[config.mk]
export PLATFORM = sky130hd
export DESIGN_NAME = vram_blit_arbiter_flat
export DESIGN_NICKNAME = d
export VERILOG_FILES = /design/src/rtl/vram_pkg.sv /design/src/rtl/vram_blit_arbiter_if.sv /design/src/rtl/vram_port_mux.sv /design/src/rtl/vram_blit_arbiter.sv /design/src/flat_wrapper.sv
export SDC_FILE = /design/constraint.sdc
export NUM_CORES = 1
export LEC_CHECK = 0
export ABC_AREA = 1
export BUFFER_PORTS_ARGS = -buffer_cell sky130_fd_sc_hd__buf_2
export CAP_MARGIN = 20
export CORE_MARGIN = 1.5
export CORE_UTILIZATION = 55
export CTS_CLUSTER_DIAMETER = 60
export CTS_CLUSTER_SIZE = 30
export DETAILED_ROUTE_END_ITERATION = 7
export PLACE_DENSITY = 0.82
export SLEW_MARGIN = 20
export SYNTH_ARGS = -nofsm -noshare
export SYNTH_HDL_FRONTEND = slang
export SYNTH_SLANG_ARGS = --single-unit
[constraint.sdc]
create_clock -name vgaClk -period 4.3 [get_ports vgaClk]
set_clock_uncertainty 0.15 [all_clocks]
set_input_delay 0.645 -clock vgaClk [delete_from_list [all_inputs] [get_ports vgaClk]]
set_output_delay 0.645 -clock vgaClk [all_outputs]
set_load 0.03 [all_outputs]
[src/rtl/vram_pkg.sv]
// Shared constants, opcodes and engine state encoding for the text-VRAM blit arbiter.
package vram_pkg;
    localparam int COLS   = 80;
    localparam int ROWS   = 30;
    localparam int CELLS  = COLS * ROWS;
    localparam int ADDR_W = 12;
    localparam int DATA_W = 8;

    localparam logic [DATA_W-1:0] BLANK_CHAR = 8'h20;
    localparam logic [ADDR_W-1:0] LAST_CELL  = ADDR_W'(CELLS - 1);
    localparam logic [4:0]        ROWS5      = 5'(ROWS);
    localparam logic [5:0]        ROWS6      = 6'(ROWS);

    localparam logic [1:0] OP_SCROLL = 2'd0;
    localparam logic [1:0] OP_CLEAR  = 2'd1;
    localparam logic [1:0] OP_FILL   = 2'd2;
    localparam logic [1:0] OP_NOP    = 2'd3;

    typedef enum logic [2:0] {
        S_IDLE, S_ARMED, S_PRIME, S_COPY, S_DRAIN, S_FILL, S_DONE
    } state_t;

    // First cell of a row; the product is truncated to the address width.
    function automatic logic [ADDR_W-1:0] row_base(input logic [5:0] r);
        return ADDR_W'(r) * ADDR_W'(COLS);
    endfunction
endpackage

[src/rtl/vram_blit_arbiter_if.sv]
// Command, CPU-write, display-read and text-RAM signals of the blit arbiter.
interface vram_blit_arbiter_if;
    import vram_pkg::*;

    // cmd_valid/cmd_ready and cpu_w_valid/cpu_w_ready: a transfer happens on a rising
    // edge where both are high; a requester holds valid and its payload until then.
    logic              blanking_start;
    logic              cmd_valid;
    logic              cmd_ready;
    logic [1:0]        cmd_op;
    logic [4:0]        cmd_row;
    logic [4:0]        cmd_count;
    logic [DATA_W-1:0] cmd_char;
    logic              busy;
    logic              done;
    logic              cpu_w_valid;
    logic [ADDR_W-1:0] cpu_w_addr;
    logic [DATA_W-1:0] cpu_w_data;
    logic              cpu_w_ready;
    logic              disp_r_en;
    logic [ADDR_W-1:0] disp_r_addr;
    logic              ram_r_en;
    logic [ADDR_W-1:0] ram_r_addr;
    logic [DATA_W-1:0] ram_dout;
    logic              ram_w_en;
    logic [ADDR_W-1:0] ram_w_addr;
    logic [DATA_W-1:0] ram_w_data;
    state_t            state_dbg;

    modport slave (
        input  blanking_start, cmd_valid, cmd_op, cmd_row, cmd_count, cmd_char,
               cpu_w_valid, cpu_w_addr, cpu_w_data, disp_r_en, disp_r_addr, ram_dout,
        output cmd_ready, busy, done, cpu_w_ready, ram_r_en, ram_r_addr,
               ram_w_en, ram_w_addr, ram_w_data, state_dbg
    );

    modport master (
        output blanking_start, cmd_valid, cmd_op, cmd_row, cmd_count, cmd_char,
               cpu_w_valid, cpu_w_addr, cpu_w_data, disp_r_en, disp_r_addr, ram_dout,
        input  cmd_ready, busy, done, cpu_w_ready, ram_r_en, ram_r_addr,
               ram_w_en, ram_w_addr, ram_w_data, state_dbg
    );
endinterface

[src/rtl/vram_port_mux.sv]
// Combinational ownership mux for the text-RAM read and write ports.
module vram_port_mux
    import vram_pkg::*;
(
    input  logic              rst,
    input  state_t            state,
    input  logic              eng_r_en,
    input  logic [ADDR_W-1:0] eng_r_addr,
    input  logic              eng_w_en,
    input  logic [ADDR_W-1:0] eng_w_addr,
    input  logic [DATA_W-1:0] eng_w_data,
    input  logic              disp_r_en,
    input  logic [ADDR_W-1:0] disp_r_addr,
    input  logic              cpu_w_valid,
    input  logic [ADDR_W-1:0] cpu_w_addr,
    input  logic [DATA_W-1:0] cpu_w_data,
    output logic              cpu_w_ready,
    output logic              ram_r_en,
    output logic [ADDR_W-1:0] ram_r_addr,
    output logic              ram_w_en,
    output logic [ADDR_W-1:0] ram_w_addr,
    output logic [DATA_W-1:0] ram_w_data
);
    logic eng_owns_rd;
    logic eng_owns_wr;

    assign eng_owns_rd = (state == S_PRIME) || (state == S_COPY);
    assign eng_owns_wr = (state == S_COPY) || (state == S_DRAIN) || (state == S_FILL);

    always_comb begin
        cpu_w_ready = 1'b0;
        ram_r_en    = 1'b0;
        ram_r_addr  = '0;
        ram_w_en    = 1'b0;
        ram_w_addr  = '0;
        ram_w_data  = '0;
        if (!rst) begin
            if (eng_owns_rd) begin
                ram_r_en   = eng_r_en;
                ram_r_addr = eng_r_addr;
            end else if (disp_r_en && (disp_r_addr <= LAST_CELL)) begin
                ram_r_en   = 1'b1;
                ram_r_addr = disp_r_addr;
            end
            // Out-of-screen CPU writes are acknowledged but never reach the RAM.
            if (eng_owns_wr) begin
                ram_w_en   = eng_w_en;
                ram_w_addr = eng_w_addr;
                ram_w_data = eng_w_data;
            end else begin
                cpu_w_ready = cpu_w_valid;
                if (cpu_w_valid && (cpu_w_addr <= LAST_CELL)) begin
                    ram_w_en   = 1'b1;
                    ram_w_addr = cpu_w_addr;
                    ram_w_data = cpu_w_data;
                end
            end
        end
    end
endmodule

[src/rtl/vram_blit_arbiter.sv]
// Command-driven scroll/clear/fill engine for the 80x30 text VRAM, sharing the RAM
// ports with the display read path and already-synchronised CPU writes.
module vram_blit_arbiter
    import vram_pkg::*;
(
    input  logic               vgaClk,
    input  logic               rst,
    vram_blit_arbiter_if.slave bus
);
    state_t            state, state_n;
    logic [1:0]        op_q, op_n;
    logic [4:0]        row_q, row_n;
    logic [4:0]        cnt_q, cnt_n;
    logic [5:0]        sum_q, sum_n;
    logic [DATA_W-1:0] fill_q, fill_n;
    logic [ADDR_W-1:0] src_q, src_n;
    logic [ADDR_W-1:0] dst_q, dst_n;
    logic [ADDR_W-1:0] lim_q, lim_n;
    logic [5:0]        sum_in;
    logic [5:0]        end_row;
    logic              eng_r_en, eng_w_en;
    logic [ADDR_W-1:0] eng_r_addr, eng_w_addr;
    logic [DATA_W-1:0] eng_w_data;

    assign sum_in  = {1'b0, bus.cmd_row} + {1'b0, bus.cmd_count};
    assign end_row = (sum_in >= ROWS6) ? ROWS6 : sum_in;

    always_ff @(posedge vgaClk) begin
        if (rst) begin
            state  <= S_IDLE;
            op_q   <= '0;
            row_q  <= '0;
            cnt_q  <= '0;
            sum_q  <= '0;
            fill_q <= '0;
            src_q  <= '0;
            dst_q  <= '0;
            lim_q  <= '0;
        end else begin
            state  <= state_n;
            op_q   <= op_n;
            row_q  <= row_n;
            cnt_q  <= cnt_n;
            sum_q  <= sum_n;
            fill_q <= fill_n;
            src_q  <= src_n;
            dst_q  <= dst_n;
            lim_q  <= lim_n;
        end
    end

    always_comb begin
        state_n    = state;
        op_n       = op_q;
        row_n      = row_q;
        cnt_n      = cnt_q;
        sum_n      = sum_q;
        fill_n     = fill_q;
        src_n      = src_q;
        dst_n      = dst_q;
        lim_n      = lim_q;
        eng_r_en   = 1'b0;
        eng_r_addr = src_q;
        eng_w_en   = 1'b0;
        eng_w_addr = dst_q;
        eng_w_data = fill_q;
        unique case (state)
            S_IDLE: begin
                if (bus.cmd_valid) begin
                    op_n   = bus.cmd_op;
                    row_n  = bus.cmd_row;
                    cnt_n  = bus.cmd_count;
                    sum_n  = sum_in;
                    fill_n = (bus.cmd_op == OP_CLEAR) ? BLANK_CHAR : bus.cmd_char;
                    dst_n  = row_base({1'b0, bus.cmd_row});
                    src_n  = row_base(sum_in);
                    // A scroll always refills through the last cell of the screen.
                    lim_n  = (bus.cmd_op == OP_SCROLL) ? LAST_CELL
                                                       : row_base(end_row) - ADDR_W'(1);
                    state_n = S_ARMED;
                end
            end
            S_ARMED: begin
                if (bus.blanking_start) begin
                    if ((op_q == OP_NOP) || (cnt_q == 5'd0) || (row_q >= ROWS5))
                        state_n = S_DONE;
                    else if ((op_q == OP_SCROLL) && (sum_q < ROWS6))
                        state_n = S_PRIME;
                    else
                        state_n = S_FILL;
                end
            end
            S_PRIME: begin
                eng_r_en = 1'b1;
                src_n    = src_q + ADDR_W'(1);
                state_n  = S_COPY;
            end
            S_COPY: begin
                // Write the word read last cycle while issuing the next read.
                eng_w_en   = 1'b1;
                eng_w_data = bus.ram_dout;
                dst_n      = dst_q + ADDR_W'(1);
                eng_r_en   = 1'b1;
                src_n      = src_q + ADDR_W'(1);
                if (src_q == LAST_CELL)
                    state_n = S_DRAIN;
            end
            S_DRAIN: begin
                eng_w_en   = 1'b1;
                eng_w_data = bus.ram_dout;
                dst_n      = dst_q + ADDR_W'(1);
                state_n    = S_FILL;
            end
            S_FILL: begin
                eng_w_en = 1'b1;
                dst_n    = dst_q + ADDR_W'(1);
                if (dst_q == lim_q)
                    state_n = S_DONE;
            end
            S_DONE: begin
                state_n = S_IDLE;
            end
            default: begin
                state_n = S_IDLE;
            end
        endcase
    end

    assign bus.cmd_ready = (state == S_IDLE);
    assign bus.busy      = !rst && (state != S_IDLE);
    assign bus.done      = !rst && (state == S_DONE);
    assign bus.state_dbg = state;

    vram_port_mux u_port_mux (
        .rst         (rst),
        .state       (state),
        .eng_r_en    (eng_r_en),
        .eng_r_addr  (eng_r_addr),
        .eng_w_en    (eng_w_en),
        .eng_w_addr  (eng_w_addr),
        .eng_w_data  (eng_w_data),
        .disp_r_en   (bus.disp_r_en),
        .disp_r_addr (bus.disp_r_addr),
        .cpu_w_valid (bus.cpu_w_valid),
        .cpu_w_addr  (bus.cpu_w_addr),
        .cpu_w_data  (bus.cpu_w_data),
        .cpu_w_ready (bus.cpu_w_ready),
        .ram_r_en    (bus.ram_r_en),
        .ram_r_addr  (bus.ram_r_addr),
        .ram_w_en    (bus.ram_w_en),
        .ram_w_addr  (bus.ram_w_addr),
        .ram_w_data  (bus.ram_w_data)
    );
endmodule
[src/flat_wrapper.sv]
// flat-port wrapper written by rule: the top's interface ports become plain ports
module vram_blit_arbiter_flat import vram_pkg::*;
  (vgaClk, rst, bus_blanking_start, bus_cmd_valid, bus_cmd_op, bus_cmd_row, bus_cmd_count, bus_cmd_char, bus_cpu_w_valid, bus_cpu_w_addr, bus_cpu_w_data, bus_disp_r_en, bus_disp_r_addr, bus_ram_dout, bus_cmd_ready, bus_busy, bus_done, bus_cpu_w_ready, bus_ram_r_en, bus_ram_r_addr, bus_ram_w_en, bus_ram_w_addr, bus_ram_w_data, bus_state_dbg);
  vram_blit_arbiter_if bus_i ();
  input  logic vgaClk;
  input  logic rst;
  input wire logic [$bits(bus_i.blanking_start)-1:0] bus_blanking_start;
  input wire logic [$bits(bus_i.cmd_valid)-1:0] bus_cmd_valid;
  input wire logic [$bits(bus_i.cmd_op)-1:0] bus_cmd_op;
  input wire logic [$bits(bus_i.cmd_row)-1:0] bus_cmd_row;
  input wire logic [$bits(bus_i.cmd_count)-1:0] bus_cmd_count;
  input wire logic [$bits(bus_i.cmd_char)-1:0] bus_cmd_char;
  input wire logic [$bits(bus_i.cpu_w_valid)-1:0] bus_cpu_w_valid;
  input wire logic [$bits(bus_i.cpu_w_addr)-1:0] bus_cpu_w_addr;
  input wire logic [$bits(bus_i.cpu_w_data)-1:0] bus_cpu_w_data;
  input wire logic [$bits(bus_i.disp_r_en)-1:0] bus_disp_r_en;
  input wire logic [$bits(bus_i.disp_r_addr)-1:0] bus_disp_r_addr;
  input wire logic [$bits(bus_i.ram_dout)-1:0] bus_ram_dout;
  output wire logic [$bits(bus_i.cmd_ready)-1:0] bus_cmd_ready;
  output wire logic [$bits(bus_i.busy)-1:0] bus_busy;
  output wire logic [$bits(bus_i.done)-1:0] bus_done;
  output wire logic [$bits(bus_i.cpu_w_ready)-1:0] bus_cpu_w_ready;
  output wire logic [$bits(bus_i.ram_r_en)-1:0] bus_ram_r_en;
  output wire logic [$bits(bus_i.ram_r_addr)-1:0] bus_ram_r_addr;
  output wire logic [$bits(bus_i.ram_w_en)-1:0] bus_ram_w_en;
  output wire logic [$bits(bus_i.ram_w_addr)-1:0] bus_ram_w_addr;
  output wire logic [$bits(bus_i.ram_w_data)-1:0] bus_ram_w_data;
  output wire logic [$bits(bus_i.state_dbg)-1:0] bus_state_dbg;
  assign bus_i.blanking_start = bus_blanking_start;
  assign bus_i.cmd_valid = bus_cmd_valid;
  assign bus_i.cmd_op = bus_cmd_op;
  assign bus_i.cmd_row = bus_cmd_row;
  assign bus_i.cmd_count = bus_cmd_count;
  assign bus_i.cmd_char = bus_cmd_char;
  assign bus_i.cpu_w_valid = bus_cpu_w_valid;
  assign bus_i.cpu_w_addr = bus_cpu_w_addr;
  assign bus_i.cpu_w_data = bus_cpu_w_data;
  assign bus_i.disp_r_en = bus_disp_r_en;
  assign bus_i.disp_r_addr = bus_disp_r_addr;
  assign bus_i.ram_dout = bus_ram_dout;
  assign bus_cmd_ready = bus_i.cmd_ready;
  assign bus_busy = bus_i.busy;
  assign bus_done = bus_i.done;
  assign bus_cpu_w_ready = bus_i.cpu_w_ready;
  assign bus_ram_r_en = bus_i.ram_r_en;
  assign bus_ram_r_addr = bus_i.ram_r_addr;
  assign bus_ram_w_en = bus_i.ram_w_en;
  assign bus_ram_w_addr = bus_i.ram_w_addr;
  assign bus_ram_w_data = bus_i.ram_w_data;
  assign bus_state_dbg = bus_i.state_dbg;
  vram_blit_arbiter u_core (.vgaClk(vgaClk), .rst(rst), .bus(bus_i));
endmodule
---- Word level (Yosys, flattened, before mapping) ----
Index checks and enable logic that the tools add are counted.
cells by class
  muxes and demuxes ....................... 34
  eq/ne operators ......................... 14
  order comparisons ....................... 5
  $mul .................................... 3
  reductions and logical operators ........ 25
  add/subtract/negate cells ............... 4
operators by type and width
  operator                 number
  $mux W12                 9
  $pmux W12 S2             2
  $mux W8                  5
  $add A12 B1 Y12 const B  2
  $le A12 B12 Y1 const B   2
  $mux W3                  6
  $pmux W3 S6              1
  $mul A6 B3 Y8 const B    2
  $eq A12 B12 Y1           1
  $eq A12 B12 Y1 const B   1
  $sub A12 B1 Y12 const B  1
  $mux W1                  10
  $eq A3 B3 Y1 const B     3
  $mul A5 B3 Y8 const B    1
  $add A5 B5 Y6            1
  $eq A3 B2 Y1 const B     2
  $ge A6 B5 Y1 const B     1
  $lt A6 B5 Y1 const B     1
  $mux W6                  1
  $reduce_and A2 Y1        3
  $ge A5 B5 Y1 const B     1
  $logic_and A1 B1 Y1      5
  $logic_not A5 Y1         1
  $logic_or A1 B1 Y1       5
  other kinds (13)         18
storage, ports and cells
  word-level logic and storage cells ...... 94
  bits in registers ....................... 65
  output and inout bits ................... 41
  input port bits ......................... 66

---- Longest topological paths before layout ----
  depth in word-level cells ............... 6
  mapped depth ............................ 24

---- Hierarchy ----
From an unflattened synthesis, not the netlist that was laid out.
unflattened totals
  cells, all modules ...................... 704
  area, all modules ....................... 4664.5 µm²
by module, submodules not included
  module             instances  cells each  seq. area each (µm²)  area an instance (µm²)
  vram_blit_arbiter  1          556         1201.2                3886.2
  vram_port_mux      1          148         0.0                   778.2

---- Least setup slack after synthesis ----
No wires, ideal clock.
  kind .................................... input to register
  start point ............................. in bus_cmd_count[0]
  end point ............................... reg u_core.lim_q[11]
  setup time .............................. 0.109 ns
  setup slack ............................. 0.566 ns
  cell stages on the path ................. 21
  arrival ................................. 3.475 ns
  buffers on the path ..................... 0
  path through ............................ ha_1 fa_1 xor2_1 inv_1 nor2_1 nand3_1 nand2_1 inv_2 nand2_1 inv_1 ha_1 ha_1 fa_1 nor2_1 inv_1 nor3_2 nand2_1 nand2_1 nand3_1 nand2_1 inv_1
on the way
  cells in the longest elaborated chain, start to end .. 6
RTL lines
  what                        line                     source
  from (decl)                 flat_wrapper.sv:11       input wire logic [$bits(bus_i.cmd_count)-1:0] bus_cmd_count;
  $add A5 B5 Y6 *             vram_blit_arbiter.sv:25  assign sum_in = {1'b0, bus.cmd_row} + {1'b0, bus.cmd_count};
  named net u_core.sum_in[2]  vram_blit_arbiter.sv:19  logic [5:0] sum_in;
  $ge A6 B5 Y1                vram_blit_arbiter.sv:26  assign end_row = (sum_in >= ROWS6) ? ROWS6 : sum_in;
  $mux W6 *                   vram_blit_arbiter.sv:26
  $mul A6 B3 Y8 *             vram_pkg.sv:25           return ADDR_W'(r) * ADDR_W'(COLS);
  $sub A12 B1 Y12 *           vram_blit_arbiter.sv:79  : row_base(end_row) - ADDR_W'(1);
  $mux W12 *                  vram_blit_arbiter.sv:78  lim_n = (bus.cmd_op == OP_SCROLL) ? LAST_CELL
  to (signal assigned)        vram_blit_arbiter.sv:48  lim_q <= lim_n;
  to (decl)                   vram_blit_arbiter.sv:18  logic [ADDR_W-1:0] lim_q, lim_n;
The timed path passes the listed nets; every way through them passes the cells marked *.
A chain may end at the register's enable or synchronous reset.

---- Worst setup path in the final report ----
  start point ............................. in bus_cmd_row[0]
  end point ............................... reg u_core.lim_q[11]
on the way
  cells in the longest elaborated chain, start to end .. 6
RTL lines
  what                        line                     source
  from (decl)                 flat_wrapper.sv:10       input wire logic [$bits(bus_i.cmd_row)-1:0] bus_cmd_row;
  $add A5 B5 Y6 *             vram_blit_arbiter.sv:25
  named net u_core.sum_in[2]  vram_blit_arbiter.sv:19
  $ge A6 B5 Y1                vram_blit_arbiter.sv:26
  $mux W6 *                   vram_blit_arbiter.sv:26
  $mul A6 B3 Y8 *             vram_pkg.sv:25
  $sub A12 B1 Y12 *           vram_blit_arbiter.sv:79
  $mux W12 *                  vram_blit_arbiter.sv:78
Marks and branches as above.

==> run summary <==
==============================================================================
Flop and latch count out of synthesis                                       60
Worst slew margin relative to its limit                                  0.450
Path category of the worst min-delay check                        flop to flop
RSZ-0062 raised after global routing                                        no
Die footprint                                                       8710 sq um
Number of buffers added to fix hold violations after cts                     0
Post-detailed-placement half-perimeter wirelength                      9070 um
Sink count of the clock tree                                                60
Number of global-route vias before repair                                 4454
Worst Max-Slew Pin Slew                                                 823 ps
Pin count of the biggest net entering global routing                        32
Worst r2r src                                                     u_core.bus.state_dbg[1]
Number of slew-limit violations in the final report                          0
Worst hold stages                                                            2
R2R setup slack                                                        2020 ps
Total gr overflow                                                            0
Element type at the critical path start                           primary input
Count of warnings emitted by yosys                                           0
Leading cell types by total area after synthesis                  sky130_fd_sc_hd__dfxtp_1, sky130_fd_sc_hd__nand2_1, sky130_fd_sc_hd__ha_1
Hold Path Origin                                                  u_core.row_q[1]
Fill cell count                                                            729
CP Launch Point                                                   bus_cmd_row[0]
Die Y-Extent                                                           93.3 um
Most common cell after layout, fill and taps aside                sky130_fd_sc_hd__nand2_1
Core Area                                                           7810 sq um
Number of buffers created by CTS                                             9
GRT Resource Usage Total                                                 0.285
Post-synth top area share                                                0.268
Die Wd                                                                 93.3 um
Relative area change from synthesis to final layout                      16.6%
Instance count of the mapped netlist                                       664
Net Count, Synth                                                           762
Arr. time, crit path                                                   4030 ps
Final count of negative-setup-slack endpoints                                0
Total of max-cap violations                                                  0
Number of failing hold endpoints at the final stage                          0
Antenna diode count                                                          0
Final cycle utilization of the critical path                             0.916
Clock Power Share                                                        0.167
Port Buffers                                                               106
Level count of the clock H-tree                                              3
Count of nets left with antenna violations after detail routing              0
I/O pin total                                                              107
Sum of routed wire length over all layers                             11900 um
Sequential element share of the synthesized area                         0.268
Area of combinational cells with multiple inputs                    2780 sq um
Register area                                                       1200 sq um
Leakage Power                                                          2.52 nW
Total of cells resized after clock tree synthesis                            0
Antenna violations before repair                                             0
First-pass GRT wire length                                            19900 um
Result of the run                                                 finished, final reports clean
Sum of negative setup slack                                               0 ps
Worst Reg-to-Reg Cells                                                       6
CP Max Fanout                                                                5
Pre-antenna DRT Iters                                                        5
DR vias/cell                                                              5.55
Routability Congestion                                                   0.874
Tightest hold margin                                                    314 ps
Portion of total power attributed to combinational logic                 0.542
Post-synthesis instance area                                        4490 sq um
Leading cell types in the layout, fill and taps excluded          sky130_fd_sc_hd__nand2_1, sky130_fd_sc_hd__buf_2, sky130_fd_sc_hd__inv_1, sky130_fd_sc_hd__nor2_1, sky130_fd_sc_hd__dfxtp_1
Internal power                                                         1.49 mW
Switching share of power                                                 0.493
Synthesized area per cell                                           6.76 sq um
Clock tree from TritonCTS                                                 done
Total power divided by cell area                                   563 nW/um^2
Remaining routing DRC violations                                             0
Final routed wire length divided by cell count                         13.7 um
Required @ worst endpoint                                              4390 ps
Dominant cell type by area after synthesis                        sky130_fd_sc_hd__dfxtp_1
Worst Setup End Kind                                                      flop
Capture instance of the worst register-to-register path           u_core.eng_r_addr[2]
Proportion of layout cells with a drive suffix above 1                   0.209
Hold Path End                                                     u_core.row_q[1]
Core Rows                                                                   32
Clock root cell                                                   sky130_fd_sc_hd__clkbuf_8
Net count reported at finish                                               857
Routed vias                                                               4808
Clock latency on the worst-skew pair                                    340 ps
Net switching power of the design                                      1.45 mW
Initial detailed-routing violation count                                   300
Unique masters post-synth                                                   51
Sequential group share of total power                                    0.291
Initial core utilization                                                 0.575
Clk slew on worst S/H paths                                              70 ps
Number of buffers inserted by post-CTS setup repair                          0
Critical path start-end classification                            primary input to flop
Peak ir drop on the vdd network                                     0.000218 V
Timing-limited maximum frequency                                       254 MHz
Largest buffer count on any clock path                                       2
Minimum clock period after layout                                      3940 ps
==============================================================================
Yosys cell counts (all sizes together):
| master | instances |
|---|---|
| nor3 | 16 |
| o211ai | 13 |
| a221oi | 3 |
| nand2 | 125 |
| ha | 28 |
| conb | 1 |
| nand3 | 51 |
| a22oi | 1 |
| fa | 4 |
| xor2 | 10 |
| a211oi | 9 |
| nor3b | 1 |
| clkbuf | 7 |
| nand3b | 2 |
| o22ai | 13 |
| o21a | 1 |
| a2111oi | 4 |
| or2 | 1 |
| o21ba | 1 |
| nor4 | 1 |
| inv | 97 |
| dfxtp | 60 |
| a31oi | 13 |
| a311oi | 1 |
| xnor2 | 1 |
| clkinv | 1 |
| o31ai | 1 |
| nand4 | 11 |
| o221ai | 2 |
| a21oi | 48 |
| buf | 19 |
| nor2 | 69 |
| o21ai | 43 |
| o21bai | 2 |
| a21o | 4 |
layer usage:
| metal | vias up | track usage | part of all wire |
|---|---|---|---|
| met5 | - | 0 | 0 |
| met4 | 0 | 0.0859 | 0.012 |
| met3 | 15 | 0.0398 | 0.060 |
| met2 | 153 | 0.478 | 0.48 |
| met1 | 2210 | 0.377 | 0.45 |
| li1 | 2430 | - | - |
power by group through the flow:
stage          clock (mW)  combinational, mW  sequential [mW]
2_1_floorplan           0               1.25            0.852
3_3_place_gp            0               1.55            0.854
3_5_place_dp            0               1.58            0.865
4_1_cts             0.500               1.59            0.853
5_1_grt             0.527               1.80            0.880
6_report            0.492               1.60            0.857
cells by family (layout without fill, tap and decap cells):
kind of cell | after synthesis | count (layout) | share of synthesized area
other cells | 1 | 1 | 0.000836
buf+inv | 124 | 224 | 0.114
simple gates | 277 | 277 | 0.282
flops | 60 | 60 | 0.268
fa+ha+maj | 32 | 32 | 0.0959
compound gates | 159 | 159 | 0.219
xor+xnor | 11 | 11 | 0.0215
sequential cells by signal (all words and copies together), names as in the netlist:
register,count
u_core.op_q,2
u_core.eng_r_addr,12
u_core.row_q,4
u_core.lim_q,9
u_core.sum_q,5
u_core.bus.state_dbg,3
u_core.fill_q,8
u_core.dst_q,12
u_core.cnt_q,5
worst max path at each step:
stage / slack, ps / end
floorplan: 570 / u_core.lim_q[11]
global placement: 260 / u_core.lim_q[11]
detailed placement: 130 / u_core.lim_q[11]
CTS: 460 / u_core.lim_q[11]
global route: 100 / u_core.lim_q[11]
finish: 360 / u_core.lim_q[11]
metrics by stage:
| stage | cells | power [mW] | instance area (sq um) | utilization | setup WS (ps) |
|---|---|---|---|---|---|
| 3_3_place_gp | 850 | 2.40 | 5030 | 0.645 | 262 |
| 2_1_floorplan | 664 | 2.10 | 4490 | - | 566 |
| 5_1_grt | 866 | 3.20 | 5230 | 0.670 | 96.6 |
| 3_5_place_dp | 850 | 2.45 | 5030 | 0.645 | 128 |
| 4_1_cts | 866 | 2.94 | 5230 | 0.670 | 455 |
| 6_report | 866 | 2.94 | 5230 | 0.670 | 361 |
critical path, cell delays in order:
cell and delay [ps]:
sky130_fd_sc_hd__buf_2 120, sky130_fd_sc_hd__ha_1 200, sky130_fd_sc_hd__fa_1 450, sky130_fd_sc_hd__xor2_1 380, sky130_fd_sc_hd__inv_1 130, sky130_fd_sc_hd__nor2_1 110
sky130_fd_sc_hd__nand3_1 80, sky130_fd_sc_hd__nand2_1 110, sky130_fd_sc_hd__inv_2 40, sky130_fd_sc_hd__nand2_1 90, sky130_fd_sc_hd__inv_1 50, sky130_fd_sc_hd__ha_1 170
sky130_fd_sc_hd__ha_1 200, sky130_fd_sc_hd__fa_1 480, sky130_fd_sc_hd__nor2_1 140, sky130_fd_sc_hd__inv_1 80, sky130_fd_sc_hd__nor3_2 240, sky130_fd_sc_hd__nand2_1 80
sky130_fd_sc_hd__nand2_1 60, sky130_fd_sc_hd__nand3_1 60, sky130_fd_sc_hd__nand2_1 70, sky130_fd_sc_hd__inv_1 40
final cells by class:
cell class                      count  share of cell area
Clock buffer                       13              0.0342
Multi-Input combinational cell    480               0.531
Clock inverter                      3             0.00359
Inverter                           98              0.0703
Timing Repair Buffer              110               0.107
Tap cell                          102              0.0244
Sequential cell                    60               0.230
Power figures use the tool's default switching activity.
